`config.mk`:
```
export PLATFORM = sky130hd
export DESIGN_NAME = apb_uart_fifo_regs
export DESIGN_NICKNAME = d
export VERILOG_FILES = /design/src/rtl/apb_uart_fifo_regs.sv
export SDC_FILE = /design/constraint.sdc
export NUM_CORES = 1
export LEC_CHECK = 0
export CAP_MARGIN = 25
export CORE_MARGIN = 4
export CORE_UTILIZATION = 45
export DETAILED_ROUTE_END_ITERATION = 16
export PLACE_DENSITY = 0.6
export SLEW_MARGIN = 10
export SYNTH_ARGS = -nofsm -noshare
export SYNTH_HDL_FRONTEND = slang
export SYNTH_SLANG_ARGS = --single-unit
```
`constraint.sdc`:
```
create_clock -name PCLK -period 9.6 [get_ports PCLK]
set_input_delay 1.44 -clock PCLK [delete_from_list [all_inputs] [get_ports PCLK]]
set_output_delay 1.44 -clock PCLK [all_outputs]
set_load 0.1 [all_outputs]
```
`src/rtl/apb_uart_fifo_regs.sv`:
```
// apb_uart_fifo_regs: APB register and FIFO front-end for the UART serial engine.
// Buffers TX/RX characters and provides thresholds, sticky error flags, an RX idle timeout and a level IRQ.
module apb_uart_fifo_regs #(
  parameter int DATA_W   = 8,
  parameter int TX_DEPTH = 16,
  parameter int RX_DEPTH = 16,
  parameter int TO_W     = 8
) (
  input  logic              PCLK,
  input  logic              PRESETN,
  input  logic [5:0]        PADDR,
  input  logic              PSEL,
  input  logic              PENABLE,
  input  logic              PWRITE,
  input  logic [15:0]       PWDATA,
  output logic [15:0]       PRDATA,
  output logic              PREADY,
  output logic              PSLVERR,
  output logic [DATA_W-1:0] TX_DATA,
  output logic              TX_VALID,
  input  logic              TX_READY,
  input  logic [DATA_W-1:0] RX_DATA,
  input  logic              RX_VALID,
  input  logic              RX_PERR,
  input  logic              RX_FERR,
  input  logic              BAUD_TICK,
  output logic              IRQ
);

  localparam int TXAW = $clog2(TX_DEPTH);
  localparam int RXAW = $clog2(RX_DEPTH);
  localparam logic [TXAW:0] TX_FULL_CNT = (TXAW+1)'(TX_DEPTH);
  localparam logic [RXAW:0] RX_FULL_CNT = (RXAW+1)'(RX_DEPTH);

  localparam logic [3:0] ADDR_TXDATA  = 4'h0;
  localparam logic [3:0] ADDR_RXDATA  = 4'h1;
  localparam logic [3:0] ADDR_CTRL    = 4'h2;
  localparam logic [3:0] ADDR_THRESH  = 4'h3;
  localparam logic [3:0] ADDR_STATUS  = 4'h4;
  localparam logic [3:0] ADDR_INTEN   = 4'h5;
  localparam logic [3:0] ADDR_INTSTAT = 4'h6;
  localparam logic [3:0] ADDR_COUNT   = 4'h7;
  localparam logic [3:0] ADDR_TIMEOUT = 4'h8;

  logic [3:0]  w_idx;
  logic        w_wrEn;
  logic        w_rdSetup;
  logic        w_rdAccess;
  logic        w_unused;

  logic [DATA_W-1:0] r_txMem [TX_DEPTH];
  logic [TXAW:0]     r_txWr;
  logic [TXAW:0]     r_txRd;
  logic [TXAW:0]     w_txCnt;
  logic              w_txEmpty;
  logic              w_txFull;
  logic              w_txPush;
  logic              w_txPop;
  logic              w_txFlush;
  logic              w_txAccept;
  logic              w_txOvf;

  logic [DATA_W-1:0] r_rxMem [RX_DEPTH];
  logic [RXAW:0]     r_rxWr;
  logic [RXAW:0]     r_rxRd;
  logic [RXAW:0]     w_rxCnt;
  logic              w_rxEmpty;
  logic              w_rxFull;
  logic              w_rxPop;
  logic              w_rxFlush;
  logic              w_rxAccept;
  logic              w_rxOvf;
  logic [DATA_W-1:0] w_rxHead;

  logic [7:0]        r_txThr;
  logic [7:0]        r_rxThr;
  logic [6:0]        r_intEn;
  logic [4:0]        r_sticky;
  logic [TO_W-1:0]   r_timeout;
  logic [TO_W-1:0]   r_toCnt;
  logic [TO_W-1:0]   w_toNext;
  logic              w_toClr;
  logic              w_toAtLimit;
  logic              w_toHit;
  logic              w_txLow;
  logic              w_rxHigh;
  logic [6:0]        w_intStat;
  logic [4:0]        w_setBits;
  logic [15:0]       w_rdData;
  logic [15:0]       r_prdata;
  logic              r_irq;

  assign w_idx      = PADDR[5:2];
  assign w_wrEn     = PSEL & PENABLE & PWRITE;
  assign w_rdSetup  = PSEL & ~PENABLE & ~PWRITE;
  assign w_rdAccess = PSEL & PENABLE & ~PWRITE;
  assign w_unused   = ^PADDR[1:0];

  assign PREADY  = 1'b1;
  assign PSLVERR = PSEL & PENABLE & (w_idx > ADDR_TIMEOUT);
  assign PRDATA  = r_prdata;
  assign IRQ     = r_irq;

  // Pointers carry one extra wrap bit so that wr-rd gives the occupancy directly.
  assign w_txCnt    = r_txWr - r_txRd;
  assign w_txEmpty  = (w_txCnt == '0);
  assign w_txFull   = (w_txCnt == TX_FULL_CNT);
  assign TX_VALID   = ~w_txEmpty;
  assign TX_DATA    = r_txMem[r_txRd[TXAW-1:0]];
  assign w_txPop    = TX_VALID & TX_READY;
  assign w_txPush   = w_wrEn & (w_idx == ADDR_TXDATA);
  assign w_txFlush  = w_wrEn & (w_idx == ADDR_CTRL) & PWDATA[0];
  assign w_txAccept = w_txPush & (~w_txFull | w_txPop) & ~w_txFlush;
  assign w_txOvf    = w_txPush & w_txFull & ~w_txPop & ~w_txFlush;

  assign w_rxCnt    = r_rxWr - r_rxRd;
  assign w_rxEmpty  = (w_rxCnt == '0);
  assign w_rxFull   = (w_rxCnt == RX_FULL_CNT);
  assign w_rxHead   = r_rxMem[r_rxRd[RXAW-1:0]];
  assign w_rxPop    = w_rdAccess & (w_idx == ADDR_RXDATA) & ~w_rxEmpty;
  assign w_rxFlush  = w_wrEn & (w_idx == ADDR_CTRL) & PWDATA[1];
  assign w_rxAccept = RX_VALID & (~w_rxFull | w_rxPop) & ~w_rxFlush;
  assign w_rxOvf    = RX_VALID & w_rxFull & ~w_rxPop & ~w_rxFlush;

  always_ff @(posedge PCLK or negedge PRESETN) begin
    if (!PRESETN) begin
      r_txWr <= '0;
      r_txRd <= '0;
      for (int i = 0; i < TX_DEPTH; i++) r_txMem[i] <= '0;
    end else if (w_txFlush) begin
      r_txWr <= '0;
      r_txRd <= '0;
    end else begin
      if (w_txAccept) begin
        r_txMem[r_txWr[TXAW-1:0]] <= PWDATA[DATA_W-1:0];
        r_txWr <= r_txWr + 1'b1;
      end
      if (w_txPop) r_txRd <= r_txRd + 1'b1;
    end
  end

  always_ff @(posedge PCLK or negedge PRESETN) begin
    if (!PRESETN) begin
      r_rxWr <= '0;
      r_rxRd <= '0;
      for (int i = 0; i < RX_DEPTH; i++) r_rxMem[i] <= '0;
    end else if (w_rxFlush) begin
      r_rxWr <= '0;
      r_rxRd <= '0;
    end else begin
      if (w_rxAccept) begin
        r_rxMem[r_rxWr[RXAW-1:0]] <= RX_DATA;
        r_rxWr <= r_rxWr + 1'b1;
      end
      if (w_rxPop) r_rxRd <= r_rxRd + 1'b1;
    end
  end

  // Idle timer runs only while RX holds unread data; it parks at the limit so RXTO fires once.
  assign w_toNext    = r_toCnt + 1'b1;
  assign w_toClr     = RX_VALID | w_rxPop | w_rxFlush | w_rxEmpty;
  assign w_toAtLimit = (r_timeout != '0) & (r_toCnt == r_timeout);
  assign w_toHit     = ~w_toClr & BAUD_TICK & ~w_toAtLimit & (r_timeout != '0) & (w_toNext == r_timeout);

  always_ff @(posedge PCLK or negedge PRESETN) begin
    if (!PRESETN) r_toCnt <= '0;
    else if (w_toClr) r_toCnt <= '0;
    else if (BAUD_TICK && !w_toAtLimit) r_toCnt <= w_toNext;
  end

  assign w_txLow   = (8'(w_txCnt) <= r_txThr);
  assign w_rxHigh  = (8'(w_rxCnt) >= r_rxThr);
  assign w_intStat = {w_rxHigh, w_txLow, r_sticky};
  assign w_setBits = {w_toHit, RX_VALID & RX_FERR, RX_VALID & RX_PERR, w_rxOvf, w_txOvf};

  // Hardware set is ORed after the W1C mask, so a coincident set survives the clear.
  always_ff @(posedge PCLK or negedge PRESETN) begin
    if (!PRESETN) begin
      r_txThr   <= '0;
      r_rxThr   <= '0;
      r_intEn   <= '0;
      r_sticky  <= '0;
      r_timeout <= '0;
      r_irq     <= 1'b0;
    end else begin
      if (w_wrEn && w_idx == ADDR_THRESH) begin
        r_txThr <= PWDATA[7:0];
        r_rxThr <= PWDATA[15:8];
      end
      if (w_wrEn && w_idx == ADDR_INTEN) r_intEn <= PWDATA[6:0];
      if (w_wrEn && w_idx == ADDR_TIMEOUT) r_timeout <= PWDATA[TO_W-1:0];
      if (w_wrEn && w_idx == ADDR_INTSTAT) r_sticky <= (r_sticky & ~PWDATA[4:0]) | w_setBits;
      else r_sticky <= r_sticky | w_setBits;
      r_irq <= |(w_intStat & r_intEn);
    end
  end

  always_comb begin
    w_rdData = '0;
    case (w_idx)
      ADDR_RXDATA:  if (!w_rxEmpty) w_rdData = 16'(w_rxHead);
      ADDR_THRESH:  w_rdData = {r_rxThr, r_txThr};
      ADDR_STATUS:  w_rdData = {10'd0, w_rxHigh, w_txLow, w_rxFull, w_rxEmpty, w_txFull, w_txEmpty};
      ADDR_INTEN:   w_rdData = {9'd0, r_intEn};
      ADDR_INTSTAT: w_rdData = {9'd0, w_intStat};
      ADDR_COUNT:   w_rdData = {8'(w_rxCnt), 8'(w_txCnt)};
      ADDR_TIMEOUT: w_rdData = 16'(r_timeout);
      default:      w_rdData = '0;
    endcase
  end

  // Read data is captured in the setup phase so it is stable for the whole access phase.
  always_ff @(posedge PCLK or negedge PRESETN) begin
    if (!PRESETN) r_prdata <= '0;
    else if (w_rdSetup) r_prdata <= w_rdData;
  end

endmodule

```
; After elaboration in Yosys (flattened, before gate mapping)
; Cells that the tools add are included.
[word_totals]
ff_bits = 337
out_inout_bits = 28
inputBits = 40
word_cells = 173
[op_classes]
n_eq_ne = 12
magnitude_cmp = 9
bitwise_logic = 56
n_addsub = 7
muxes = 25
reduce_logical = 20
[op_table]
columns = operator, n
row1 = $bwmux 128, 2
row2 = $pmux 16 s7, 1
row3 = $mux 8, 9
row4 = $bmux 8 s4, 2
row5 = $demux 8 s4, 2
row6 = $mux 5, 9
row7 = $and 1x1->1, 30
row8 = $add 5x1->5 const B, 4
row9 = $ge 5x5->1 const B, 4
row10 = $not 4->5, 4
row11 = $eq 4x3->1 const B, 4
row12 = $eq 8x8->1, 2
row13 = $not 1->1, 12
row14 = $eq 5x5->1 const B, 2
row15 = $logic_not 5->1, 2
row16 = $lt 5x1->1 const B, 2
row17 = $or 5x5->5, 2
row18 = $reduce_bool 2->1, 5
row19 = $sub 5x5->5, 2
row20 = $add 8x1->8 const B, 1
row21 = $eq 4x2->1 const B, 2
row22 = $ge 5x8->1, 1
row23 = $le 5x8->1, 1
row24 = $reduce_bool 8->1, 1
row25 = 12 further kinds, 23

; Depth between registers and ports, before layout
; Gate-level depths: netlist of the first run.
[logic_depth]
depth_word = 14
mapped_depth = 13
depth_no_buf = 13

; Worst setup path after synthesis of the first run
; No wires, ideal clock.
[synth_path]
kind = input-to-output
from = input port PADDR[3]
to = output port PSLVERR
slack_ns = 5.022
path_buffers = 1
arrival_time_ns = 3.138
cell_stages = 3
required_ns = 8.160
path_cell_list = clkbuf_1 nor4b_2 nor2_1
[synth_between]
elab_chain_len = 2
[synth_lines]
columns = element, line
row1 = "start, declared", 11  ; input logic [5:0] PADDR,
row2 = $gt 4x4->1, 100  ; assign PSLVERR = PSEL & PENABLE & (w_idx > ADDR_TIMEOUT);
row3 = $and 1x1->1, 100
row4 = "end, declared", 18  ; output logic PSLVERR,
; Every way passes these cells.

; Worst setup path after layout of the first run
[layout_path]
from = register r_txRd[2]
to = output port TX_VALID
[layout_between]
elab_chain_len = 3
[layout_lines]
columns = element, line
row1 = "start, declared", 53  ; logic [TXAW:0] r_txRd;
row2 = "start signal, assigned", 138  ; if (w_txPop) r_txRd <= r_txRd + 1'b1;
row3 = $sub 5x5->5, 105  ; assign w_txCnt = r_txWr - r_txRd;
row4 = $logic_not 5->1, 106  ; assign w_txEmpty = (w_txCnt == '0);
row5 = $not 1->1, 108  ; assign TX_VALID = ~w_txEmpty;
row6 = "end, declared", 20  ; output logic TX_VALID,
; Every way passes these cells.

==> impl_metrics.tcl, run 1 <==
set metrics [dict create \
    gp_congestion 0.850 \
    dp.final_hpwl_um 26600 \
    synth_area_leaders "dfrtp_1 50%, mux2_2 19%, mux4_2 9.6%" \
    crit_path_end_kind "primary output" \
    setup_viol 0 \
    leakage_nw 8.43 \
    cpPeakStageDelay_ns 1.05 \
    synth_enable_flop_cells 0 \
    slowest_stage "clkdlybuf4s50_1" \
    antenna_cells 0 \
    crit_arrival_ns 4.41 \
    dieWidth_um 202 \
    fin_nets 1367 \
    hold_viol_final 0 \
    path_clk_slew_ns 0.06 \
    yosysWarningCount 0 \
    syn_inst 1261 \
    hold_class "register to register" \
    initial_core_util_pct 46.0 \
    grt_pass1_vias 10800 \
    synth_cell_type_count 72 \
    h-tree-depth 2 \
    synthesis.area_mm2 0.0170 \
    wire_per_inst_um 22.3 \
    finalSetupTns_ns 0 \
    grt_setup_unrepaired "no" \
    start_kind "register" \
    cts_setup_buffers 0 \
    io_buffers 64 \
    ys_seq_area_share_pct 49.7 \
    insertion_delay_ns 0.53 \
    ctsLongestPathBuffers 3 \
    design.die.area_mm2 0.0409 \
    antenna_found_initial 0 \
    yosys-top-cells-count "337 x dfrtp_1, 279 x mux2_2, 88 x nand2_1" \
    rows 70 \
    crit_chain "inv_1 > ha_1 > xnor2_1 > inv_1 > a211o_1 > a2bb2oi_1 > inv_1 > clkdlybuf4s50_1" \
    synth.most_common_cell "dfrtp_1" \
    core_area_mm2 0.0369 \
    drc_errors 0 \
    synth.largest_area_cell "dfrtp_1" \
    fp.dieH_um 202 \
    grt_max_degree 143 \
    numCtsBuffers 37 \
    vdd_drop_max_uv 147 \
    clock.fmax_mhz 171 \
    io_pins 68 \
    grtUsageTotal_pct 20.0 \
    drv_cap 0 \
    tightest_slew_ns 1.02 \
    netlist.area_leader.share_pct 49.7 \
    finalWirelength_um 40800 \
    period_share_pct 60.9 \
    ctsResizeCount 0 \
    holdBufCountCts 0 \
    syn_to_final_growth_pct 13.7 \
    status "complete, no violations" \
    async_flop_share_pct 100 \
    cts_tree "done" \
    drive_gt1_share_pct 35.6 \
    fill_cells 3162 \
    critical_path_required_ns 8.16 \
    timing.hold.ws_ns 0.491 \
    period_needed_ns 5.85 \
    clock-sinks 337 \
    critPathKind "register to primary output" \
    vias_per_cell 5.79 \
    syn-num-nets 1332 \
    slew_headroom_pct 32.1 \
    path_max_fanout 11 \
    firstDrtPassIters 7 \
    slew_violations 0 \
    clockRootBuffer "clkbuf_16" \
    power_density_mw_per_mm2 250 \
    vias 10600 \
    grt_pass1_wl_um 64600 \
    drt-initial-drc-count 619 \
    synth_top_flop_cell "dfrtp_1" \
    fin_skew_ns 0.0117 \
    overflow 0 \
    ys_seq_elements 337 \
    syn_avg_cell_area_um2 13.5 \
    crit_top_cell "inv_1" \
    ant_nets 0 \
]
-- cells by family after synthesis --
kind of cell	count (synthesis)	share of synthesized area, %
buffers and inverters	112	2.84
AOI/OAI and AO/OA	161	7.47
and+or+nand+nor	238	7.92
adders and majority gates	31	2.37
xor gates and xnor gates	19	0.980
other	1	0.0221
DFF	337	49.7
muxes	362	28.7
-- worst paths after layout --
kind / from / endpoint / slack [ns] / cells past startpoint
setup / recovery: r_txRd[2] / TX_VALID / 3.75 / 8
hold / removal: r_rxMem[123] / r_rxMem[123] / 0.49 / 1
setup reg to reg: r_rxRd[0] / r_rxMem[71] / 5.51 / 10
hold reg to reg: r_rxMem[123] / r_rxMem[123] / 0.49 / 1
max in group asynchronous: PRESETN / r_rxRd[0] / 7.09 / 2
min in group asynchronous: PRESETN / r_txMem[40] / 0.98 / 1
-- where the power goes --
group	switching (mW)	internal (mW)	total [mW]
clock	0.578	0.896	1.47
sequential	0.204	1.75	1.95
combinational	0.726	0.678	1.40
-- cell type report --
type	count	area (µm²)	area share (%)
tap	504	631	3.27
timing repair buffer	78	763	3.96
sequential	337	8440	43.7
clock inverter	10	151	0.785
inverter	30	113	0.584
multi-input combinational	812	8070	41.8
clock buffer	57	1130	5.86
-- metrics by stage --
step	power [mW]	cells	cell area (µm²)	setup slack [ns]	util [%]
6_report	4.83	1828	19300	3.75	52.3
5_1_grt	5.10	1828	19300	3.51	52.3
4_1_cts	4.88	1827	19300	3.76	52.3
3_5_place_dp	3.39	1760	18000	4.14	48.8
3_3_place_gp	3.34	1760	18000	4.17	48.8
2_1_floorplan	3.01	1261	17000	5.02	-
-- worst max-delay path: cells and delay by family (launching register included) --
kind,cells,cell delay (ns)
adders and majority gates,1,0.37
AOI/OAI and AO/OA,2,0.91
xor gates and xnor gates,1,0.34
buffers and inverters,4,1.59
DFF,1,0.67
-- layout by cell type, fill, tap and decap left out, types with 27 or more instances in the layout --
cell	Yosys	final
clkbuf_16	0	37
mux4_2	72	72
o21ai_0	31	31
mux2_2	279	279
nand2_1	88	88
inv_1	27	27
a21oi_1	38	38
ha_1	29	29
clkdlybuf4s50_1	0	63
dfrtp_1	337	335
-- flip-flops by register name (all words and copies together), names as in the netlist --
name and count:
r_txRd 5, IRQ 1, r_txMem 128, r_txWr 5, r_rxRd 5, r_rxMem 128
r_rxWr 5, r_txThr 8, r_intEn 7, r_toCnt 8, PRDATA 16, r_timeout 8
r_sticky 5, r_rxThr 8
-- metal layers --
metal	share of wire (%)	vias to the layer above	wire [µm]	GRT usage [%]
met5	0	-	0	0
met4	2.0	0	807	4.36
li1	-	4804	-	-
met1	44	5513	18000	27.9
met2	50	207	20300	33.6
met3	4.2	62	1730	2.70
No activity file was read; power rests on OpenSTA's default activity.
==> inputs of run 2 (changes only) <==
==> constraint.sdc (replaced) <==
create_clock -name PCLK -period 5.65 [get_ports PCLK]
set_input_delay 0.8475 -clock PCLK [delete_from_list [all_inputs] [get_ports PCLK]]
set_output_delay 0.8475 -clock PCLK [all_outputs]
set_load 0.1 [all_outputs]
==> run 2 against run 1 <==
  * Register-to-register slack worse by 3.9 ns
  * Utilization increased by 0.081 points
  * Sequential share of layout area is 0.068 points lower
  * Final cell count about the same
  * Sequential power rose by 73%
  * Cell area up 0.16%
  * Clock power up 70%
==> impl_metrics.tcl, run 2 (synthesis results as in run 1) <==
set metrics [dict create \
    status "complete, no violations" \
    antenna_found_initial 0 \
    vias_per_cell 5.76 \
    grt_setup_unrepaired "no" \
    grt_pass1_wl_um 64200 \
    clockRootBuffer "clkbuf_16" \
    wire_per_inst_um 22.2 \
    slowest_stage "dfrtp_1" \
    dp.final_hpwl_um 27000 \
    postPlaceCellArea_mm2 0.0181 \
    final.setup.worst_slack_ns 0.725 \
    crit_arrival_ns 4.08 \
    overflow 0 \
    hold_viol_final 0 \
    grtUsageMet3_pct 2.97 \
    grt_pass1_vias 10800 \
    io_pins 68 \
    final_cell_mix "335 x dfrtp_1, 279 x mux2_2, 88 x nand2_1" \
    clock-sinks 337 \
    drv_cap 0 \
    syn_to_final_growth_pct 13.8 \
    fin_skew_ns 0.0146 \
    layout.cells.most_common "dfrtp_1" \
    ctsLongestPathBuffers 3 \
    drive_gt1_share_pct 35.7 \
    antenna_cells 0 \
    path_clk_slew_ns 0.06 \
    slew_violations 0 \
    period_needed_ns 4.92 \
    hold_class "input port to asynchronous set/reset pin" \
    clock.fmax_mhz 203 \
    leakage_nw 8.45 \
    numCtsBuffers 37 \
    holdBufCountCts 0 \
    setup_viol 0 \
    crit_path_end_kind "primary output" \
    use_met2_pct 33.8 \
    power_density_mw_per_mm2 425 \
    total_power_mw 8.21 \
    finalWirelength_um 40700 \
    initial_core_util_pct 46.0 \
    ctsResizeCount 0 \
    crit_chain "inv_1 > fa_1 > xnor2_1 > inv_1 > a211o_1 > a2bb2oi_1 > inv_1 > buf_4" \
    io_buffers 64 \
    start_kind "register" \
    grt_max_degree 136 \
    pre_cts_slack_ns 1.30 \
    critPathKind "register to primary output" \
    ant_nets 0 \
    core_area_mm2 0.0369 \
    vdd_drop_max_uv 309 \
    fin_area_mm2 0.0193 \
    grt_use_met1_pct 27.3 \
    critical_path_required_ns 4.80 \
    drt-initial-drc-count 708 \
    gp_congestion 0.867 \
    fin_nets 1369 \
    grtUsageTotal_pct 19.9 \
    crit_top_cell "inv_1" \
    slew_headroom_pct 32.6 \
    firstDrtPassIters 5 \
    tightest_slew_ns 1.01 \
    period_share_pct 87.2 \
    cpPeakStageDelay_ns 0.94 \
    timing.hold.ws_ns 0.370 \
    h-tree-depth 2 \
    drc_errors 0 \
    dieWidth_um 202 \
    cts_tree "done" \
    insertion_delay_ns 0.54 \
    busiest_layer "met2" \
    rows 70 \
    vias 10500 \
    path_max_fanout 18 \
    cts_setup_buffers 0 \
    design.die.area_mm2 0.0409 \
    finalSetupTns_ns 0 \
    fp.dieH_um 202 \
]
[run 2: changes by cell type in the layout (fill, tap and decap cells not counted)]
| cell | previous run | this run |
|---|---|---|
| clkinv_8 | 2 | 0 |
| clkbuf_1 | 7 | 8 |
| buf_8 | 1 | 2 |
| clkinv_2 | 4 | 5 |
| clkbuf_16 | 37 | 39 |
| buf_12 | 1 | 3 |
| clkbuf_8 | 13 | 10 |
| clkdlybuf4s50_1 | 63 | 62 |
[run 2: routing by layer]
metal | part of all wire, % | vias up
li1 | - | 4787
met3 | 3.6 | 46
met4 | 1.8 | 0
met1 | 45 | 5528
met2 | 50 | 180
met5 | 0 | -
[run 2: final timing paths]
kind	slack, ns	to	start	depth (start not counted)
min in group PCLK	0.49	r_rxMem[123]	r_rxMem[123]	1
min reg2reg	0.49	r_rxMem[123]	r_rxMem[123]	1
max	0.73	TX_VALID	r_txRd[1]	8
max in group asynchronous	4.06	r_rxMem[55]	PRESETN	2
min	0.37	r_txMem[46]	PRESETN	1
max reg2reg	1.62	r_txMem[98]	r_txRd[1]	8
[run 2: critical path, delay by kind of cell (launching register included)]
kind / cells / cell delay [ns]
AOI/OAI and AO/OA: 2 / 0.97
adders and majority gates: 1 / 0.48
DFF: 1 / 0.94
xor gates and xnor gates: 1 / 0.31
buffers and inverters: 4 / 0.84
[run 2: layout make-up]
class	count	area, µm²
fill	3191	17600
sequential	337	8440
multi-input combinational	812	8070
clock buffer	57	1140
timing repair buffer	80	808
tap	504	631
clock inverter	9	124
inverter	30	113
[run 2: stage by stage]
stage,std cells,utilization [%]
after global placement,1762,48.9
after global routing,1829,52.4
after detailed placement,1763,49.0
after floorplan,1261,-
after CTS,1829,52.4
final,1829,52.4
[run 2: report_power, final]
| group | switching (mW) | total, mW | leakage [nW] | internal (mW) |
|---|---|---|---|---|
| Sequential | 0.404 | 3.37 | 4.40 | 2.97 |
| Clock | 0.971 | 2.50 | 0.628 | 1.53 |
| Combinational | 1.18 | 2.34 | 3.42 | 1.17 |
| Total | 2.55 | 8.21 | 8.45 | 5.66 |
==> variant 1 (flow settings as in run 2) <==
Add an input register stage for `BAUD_TICK`, without a reset; this delays it by one clock. The other inputs are not delayed to match.
--- a/src/rtl/apb_uart_fifo_regs.sv
+++ b/src/rtl/apb_uart_fifo_regs.sv
@@ -44,2 +44,8 @@
 
+  logic BAUD_TICK_q;
+
+  always_ff @(posedge PCLK) begin
+    BAUD_TICK_q <= BAUD_TICK;
+  end
+
   logic [3:0]  w_idx;
@@ -162,3 +168,3 @@
   assign w_toAtLimit = (r_timeout != '0) & (r_toCnt == r_timeout);
-  assign w_toHit     = ~w_toClr & BAUD_TICK & ~w_toAtLimit & (r_timeout != '0) & (w_toNext == r_timeout);
+  assign w_toHit     = ~w_toClr & BAUD_TICK_q & ~w_toAtLimit & (r_timeout != '0) & (w_toNext == r_timeout);
 
@@ -167,3 +173,3 @@
     else if (w_toClr) r_toCnt <= '0;
-    else if (BAUD_TICK && !w_toAtLimit) r_toCnt <= w_toNext;
+    else if (BAUD_TICK_q && !w_toAtLimit) r_toCnt <= w_toNext;
   end
Function: changed (Yosys sat finds a counterexample within 4 cycles, from zero or initial values and one cycle with PRESETN low).
==> variant 1 against run 2 <==
Design area grew 0.13%; clock skew is 0.00074 ns higher; cell count shrank 0.71%; total power down 0.69%; synthesized cell count shrank 1.7%; largest cell class unchanged; area after synthesis up 0.21%; sequential cell count up 1; non-clock buffer count increased by 11; critical path depth is 3 lower; setup slack improved by 0.42 ns; via count up 0.84%; routed wire length rose by 0.33%.
==> variant 1: results (changes against run 2) <==
stage;metric;value;unit;change
layout;final.fill_count;3210;;+0.60%
yosys;ys_types;74;;+2.8%
worst_hold_path;hp-class;in2async;;
setup_path;slowest_delay;0.99;ns;+0.05 ns
drt;drt_iter0_drc;701;;-0.99%
power_and_ir_drop;p_leak;0.00845;uW;about the same
grt;grt_pass1_vias;11000;;+1.9%
yosys;synth_common_cells;dfrtp_1, mux2_2, mux4_2;;
placed_design;dpl.hpwl;27.1;mm;+0.38%
power_and_ir_drop;peakVddDrop;0.000302;V;-2.5%
clocking;cts_made_buffers;39;;+5.4%
outcome;status;completed;;
yosys;yosysWarnings;0;;unchanged
yosys;ys_seq_area_share;49.7;%;about the same
setup_path;worstPathArrival;3.66;ns;-0.42 ns
setup_path;rr_worst_depth;7;;-1
grt;antenna_found_initial;1;;+1
clocking;htree_num_levels;2;;unchanged
setup_path;critPathMaxFanout;22;;+4
grt;grt_first_pass_wirelength;64.4;mm;+0.26%
placed_design;io_buffers;64;;unchanged
setup_path;critPathSlowestCell;clkdlybuf4s50_1;;
clocking;cts-resized-gates;0;;unchanged
clocking;postCtsSetupRepairBufs;0;;unchanged
layout;drive_above_1_share;36.5;%;+0.81 points
placed_design;pre_cts_slack;1.27;ns;-0.0308 ns
grt;grt_use_total;20.1;%;+0.18 points
timing;tightest_slew;1.07;ns;+0.0645 ns
drt;routedWlPerCell;22.5;um;+1.0%
layout;nets;1356;;-0.95%
yosys;synth_nets;1310;;-1.7%
yosys;synth_area_leaders;dfrtp_1, mux2_2, mux4_2;;
layout;antenna_cells;0;;unchanged
drt;vias_per_cell;5.85;;+1.6%
placed_design;place_congestion;0.819;;-5.6%
timing;hold_viol_final;0;;unchanged
placed_design;place_area;18100;um2;+0.44%
timing;fin_skew;0.0153;ns;+0.000737 ns
yosys;synthArstFlopShare;99.7;%;-0.30 points
grt;grt_max_degree;103;;-24%
-- variant 1: changes by cell type after synthesis, sizes merged, moves of 4 or more --
cell	run 2	this run
nor2	24	15
mux2i	9	21
nand3	25	19
a221oi	0	6
a32oi	2	6
a21oi	38	42
nand2	88	56
a31oi	8	3
buf	23	27
-- variant 1: where the power goes --
part           internal (uW)  leakage [uW]  switching, uW
combinational           1200       0.00345           1250
sequential              2970       0.00441            364
clock                   1380      0.000586            990
total                   5550       0.00845           2610
-- variant 1: path summary, 6_finish.rpt --
kind	start	endpoint	slack (ns)
max in group asynchronous	PRESETN	r_rxMem[18]$_DFFE_PN0P_	4.13
hold / removal	PRESETN	r_rxMem[82]$_DFFE_PN0P_	0.36
setup reg to reg	r_txRd[2]$_DFFE_PN0P_	r_txMem[42]$_DFFE_PN0P_	1.82
min in group PCLK	PRDATA[10]$_DFFE_PN0P_	PRDATA[10]$_DFFE_PN0P_	0.48
setup / recovery	r_txRd[0]$_DFFE_PN0P_	TX_DATA[7]	1.15
hold reg to reg	PRDATA[10]$_DFFE_PN0P_	PRDATA[10]$_DFFE_PN0P_	0.48
-- variant 1: routing by layer --
metal  share of wire (%)  track usage, %
met4                 1.9            4.78
met1                  48            29.9
met5               0.032               0
met3                 5.6            4.56
met2                  44            30.1
-- variant 1: cell families after synthesis --
logic type | Yosys count | synth area share (%)
AO/OA/AOI/OAI | 164 | 7.83
XOR/XNOR | 19 | 0.978
adder cells (fa/ha/maj) | 31 | 2.37
buffers and inverters | 116 | 2.90
flip-flops | 338 | 49.7
multiplexers | 376 | 29.5
other | 1 | 0.0220
AND/OR/NAND/NOR | 194 | 6.71
-- variant 1: critical path: cells and delay by family, from the launching register on --
| family | cells | cell delay (ns) |
|---|---|---|
| buffers and inverters | 3 | 1.52 |
| muxes | 2 | 1.08 |
| DFF | 1 | 0.49 |
-- variant 1: through the flow --
step | cells | power, uW | utilization [%]
6_report | 1816 | 8160 | 52.3
5_1_grt | 1816 | 8620 | 52.3
4_1_cts | 1815 | 8240 | 52.3
3_5_place_dp | 1747 | 5820 | 49.1
3_3_place_gp | 1747 | 5750 | 49.1
2_1_floorplan | 1239 | 5150 | -
-- variant 1: final cells by class --
type / count / area share (%)
Sequential cell: 338 / 43.7
Multi-Input combinational cell: 785 / 41.7
Clock buffer: 59 / 5.85
Timing Repair Buffer: 91 / 4.57
Tap cell: 504 / 3.26
Inverter: 30 / 0.582
Clock inverter: 9 / 0.323
==> variant 2 (config.mk and constraints of run 2) <==
Made on the original files. The parameter `TX_DEPTH` goes from 16 to 32.
--- a/src/rtl/apb_uart_fifo_regs.sv
+++ b/src/rtl/apb_uart_fifo_regs.sv
@@ -4,3 +4,3 @@
   parameter int DATA_W   = 8,
-  parameter int TX_DEPTH = 16,
+  parameter int TX_DEPTH = 32,
   parameter int RX_DEPTH = 16,
Behaviour: same outputs for any inputs over 4 cycles, from zero or initial values and one cycle with PRESETN low; that may be too few to reach the edited logic, so the function may still have changed.
==> variant 2 against run 2 <==
Worst hold slack worse by 0.042 ns; routed wire length up 34%; design area up 37%; count of clock-buffer cells in the layout up 18; maximum frequency down 0.70%; area after synthesis up 38%; total power up 29%; sequential cell count up 130; setup slack worse by 0.035 ns.
==> variant 2: results (changes against run 2) <==
stage;metric;value;unit;change
outcome;status;completed;;
power_and_ir_drop;p_leak;0.0119;uW;+41%
setup_path;rr_worst_depth;14;;+6
setup_path;regToRegEndpoint;PRDATA[5]$_DFFE_PN0P_;;
clocking;cts_made_buffers;51;;+38%
drt;drt_iter0_drc;898;;+27%
yosys;synth_xor_area_share;1.35;%;+0.37 points
placed_design;placedCellCount;2308;;+31%
layout;drive_above_1_share;39.5;%;+3.8 points
setup_path;critPathCapture;TX_DATA[1];;
placed_design;place_area;24700;um2;+37%
yosys;synthAdderAreaFrac;1.83;%;-0.54 points
layout;nets;1756;;+28%
clocking;cts_max_path_buffers;3;;unchanged
worst_hold_path;hp-class;in2async;;
setup_path;cp-startpoint;r_txRd[0]$_DFFE_PN0P_;;
yosys;synth_compound_area_share;3.91;%;-3.6 points
setup_path;worstPathArrival;4.11;ns;+0.03 ns
clocking;clk_latency;0.59;ns;+0.05 ns
drt;routed_wl;54.4;mm;+34%
yosys;ys_seq_area_share;50.0;%;+0.28 points
setup_path;critPathMaxFanout;27;;+9
setup_path;ff2ff_setup_slack;1.12;ns;-0.50 ns
timing;relSlewSlack;34.0;%;+1.3 points
yosys;synthMuxAreaShare;31.5;%;+2.8 points
grt;grt_use_total;19.8;%;-0.12 points
layout;final.fill_count;4378;;+37%
drt;routedWlPerCell;22.7;um;+1.9%
grt;grt_max_degree;137;;+0.74%
drt;vias;13900;;+32%
placed_design;place_congestion;0.864;;-0.35%
yosys;synth_area_leaders;dfrtp_1, mux2_2, mux4_2;;
yosys;synth.avg_cell_area;14.3;um2;+6.1%
power_and_ir_drop;intPower;7210;uW;+27%
grt;grt_pass1_vias;15000;;+39%
yosys;ys_types;76;;+5.6%
placed_design;dpl.hpwl;35.5;mm;+31%
yosys;synth_common_cells;dfrtp_1, mux2_2, mux4_2;;
yosys;synth_nets;1711;;+28%
grt;grt_first_pass_wirelength;87.9;mm;+37%
setup_path;rr_startpoint;r_txRd[3]$_DFFE_PN0P_;;
timing;fin_skew;0.0255;ns;+0.0109 ns
power_and_ir_drop;peakVddDrop;0.000284;V;-8.3%
variant 2: changes by cell type in the layout (fill, tap and decap cells not counted), sizes merged, moves of 19 or more:
cell	change
clkbuf	+19
nand4	+28
mux4	+45
buf	+24
dfrtp	+130
mux2	+126
nor2	+19
variant 2: cell families after synthesis:
group	Yosys count
DFF	467
muxes	531
xor gates and xnor gates	36
other	1
adders and majority gates	33
and+or+nand+nor	296
AOI/OAI and AO/OA	131
buffers and inverters	143
variant 2: metal layers:
metal,vias to the layer above,wire [um],GRT usage [%]
li1,6233,-,-
met1,7272,25200,28.4
met2,281,25700,31.7
met3,90,1890,2.61
met4,0,1530,5.94
met5,-,0,0
variant 2: power by group through the flow:
stage	Clock [uW]	Combinational, uW	Sequential (uW)
finish	3230	3060	4280
global route	3460	3320	4360
CTS	3320	3090	4280
detailed placement	0	3080	4340
global placement	0	3010	4300
floorplan	0	2270	4260
variant 2: cell type report:
cell class | instances | area (um2) | area share [%]
Sequential cell | 467 | 11700 | 44.3
Multi-Input combinational cell | 1028 | 11100 | 42.0
Clock buffer | 75 | 1450 | 5.48
Timing Repair Buffer | 105 | 1030 | 3.89
Tap cell | 680 | 851 | 3.22
Clock inverter | 16 | 163 | 0.616
Inverter | 30 | 113 | 0.427
variant 2: worst max-delay path, cell delays in order (launching register included):
cell	delay (ns)
dfrtp_4	0.62
buf_4	0.55
mux4_2	0.62
mux4_2	0.50
nand2_1	0.09
nand2_1	0.12
clkdlybuf4s50_1	0.99
variant 2: through the flow:
stage | hold slack, ns | setup WS (ns)
2_1_floorplan | 0.459 | 1.12
3_3_place_gp | 0.472 | 1.26
3_5_place_dp | 0.476 | 1.16
4_1_cts | 0.362 | 0.501
5_1_grt | 0.406 | 0.524
6_report | 0.328 | 0.691
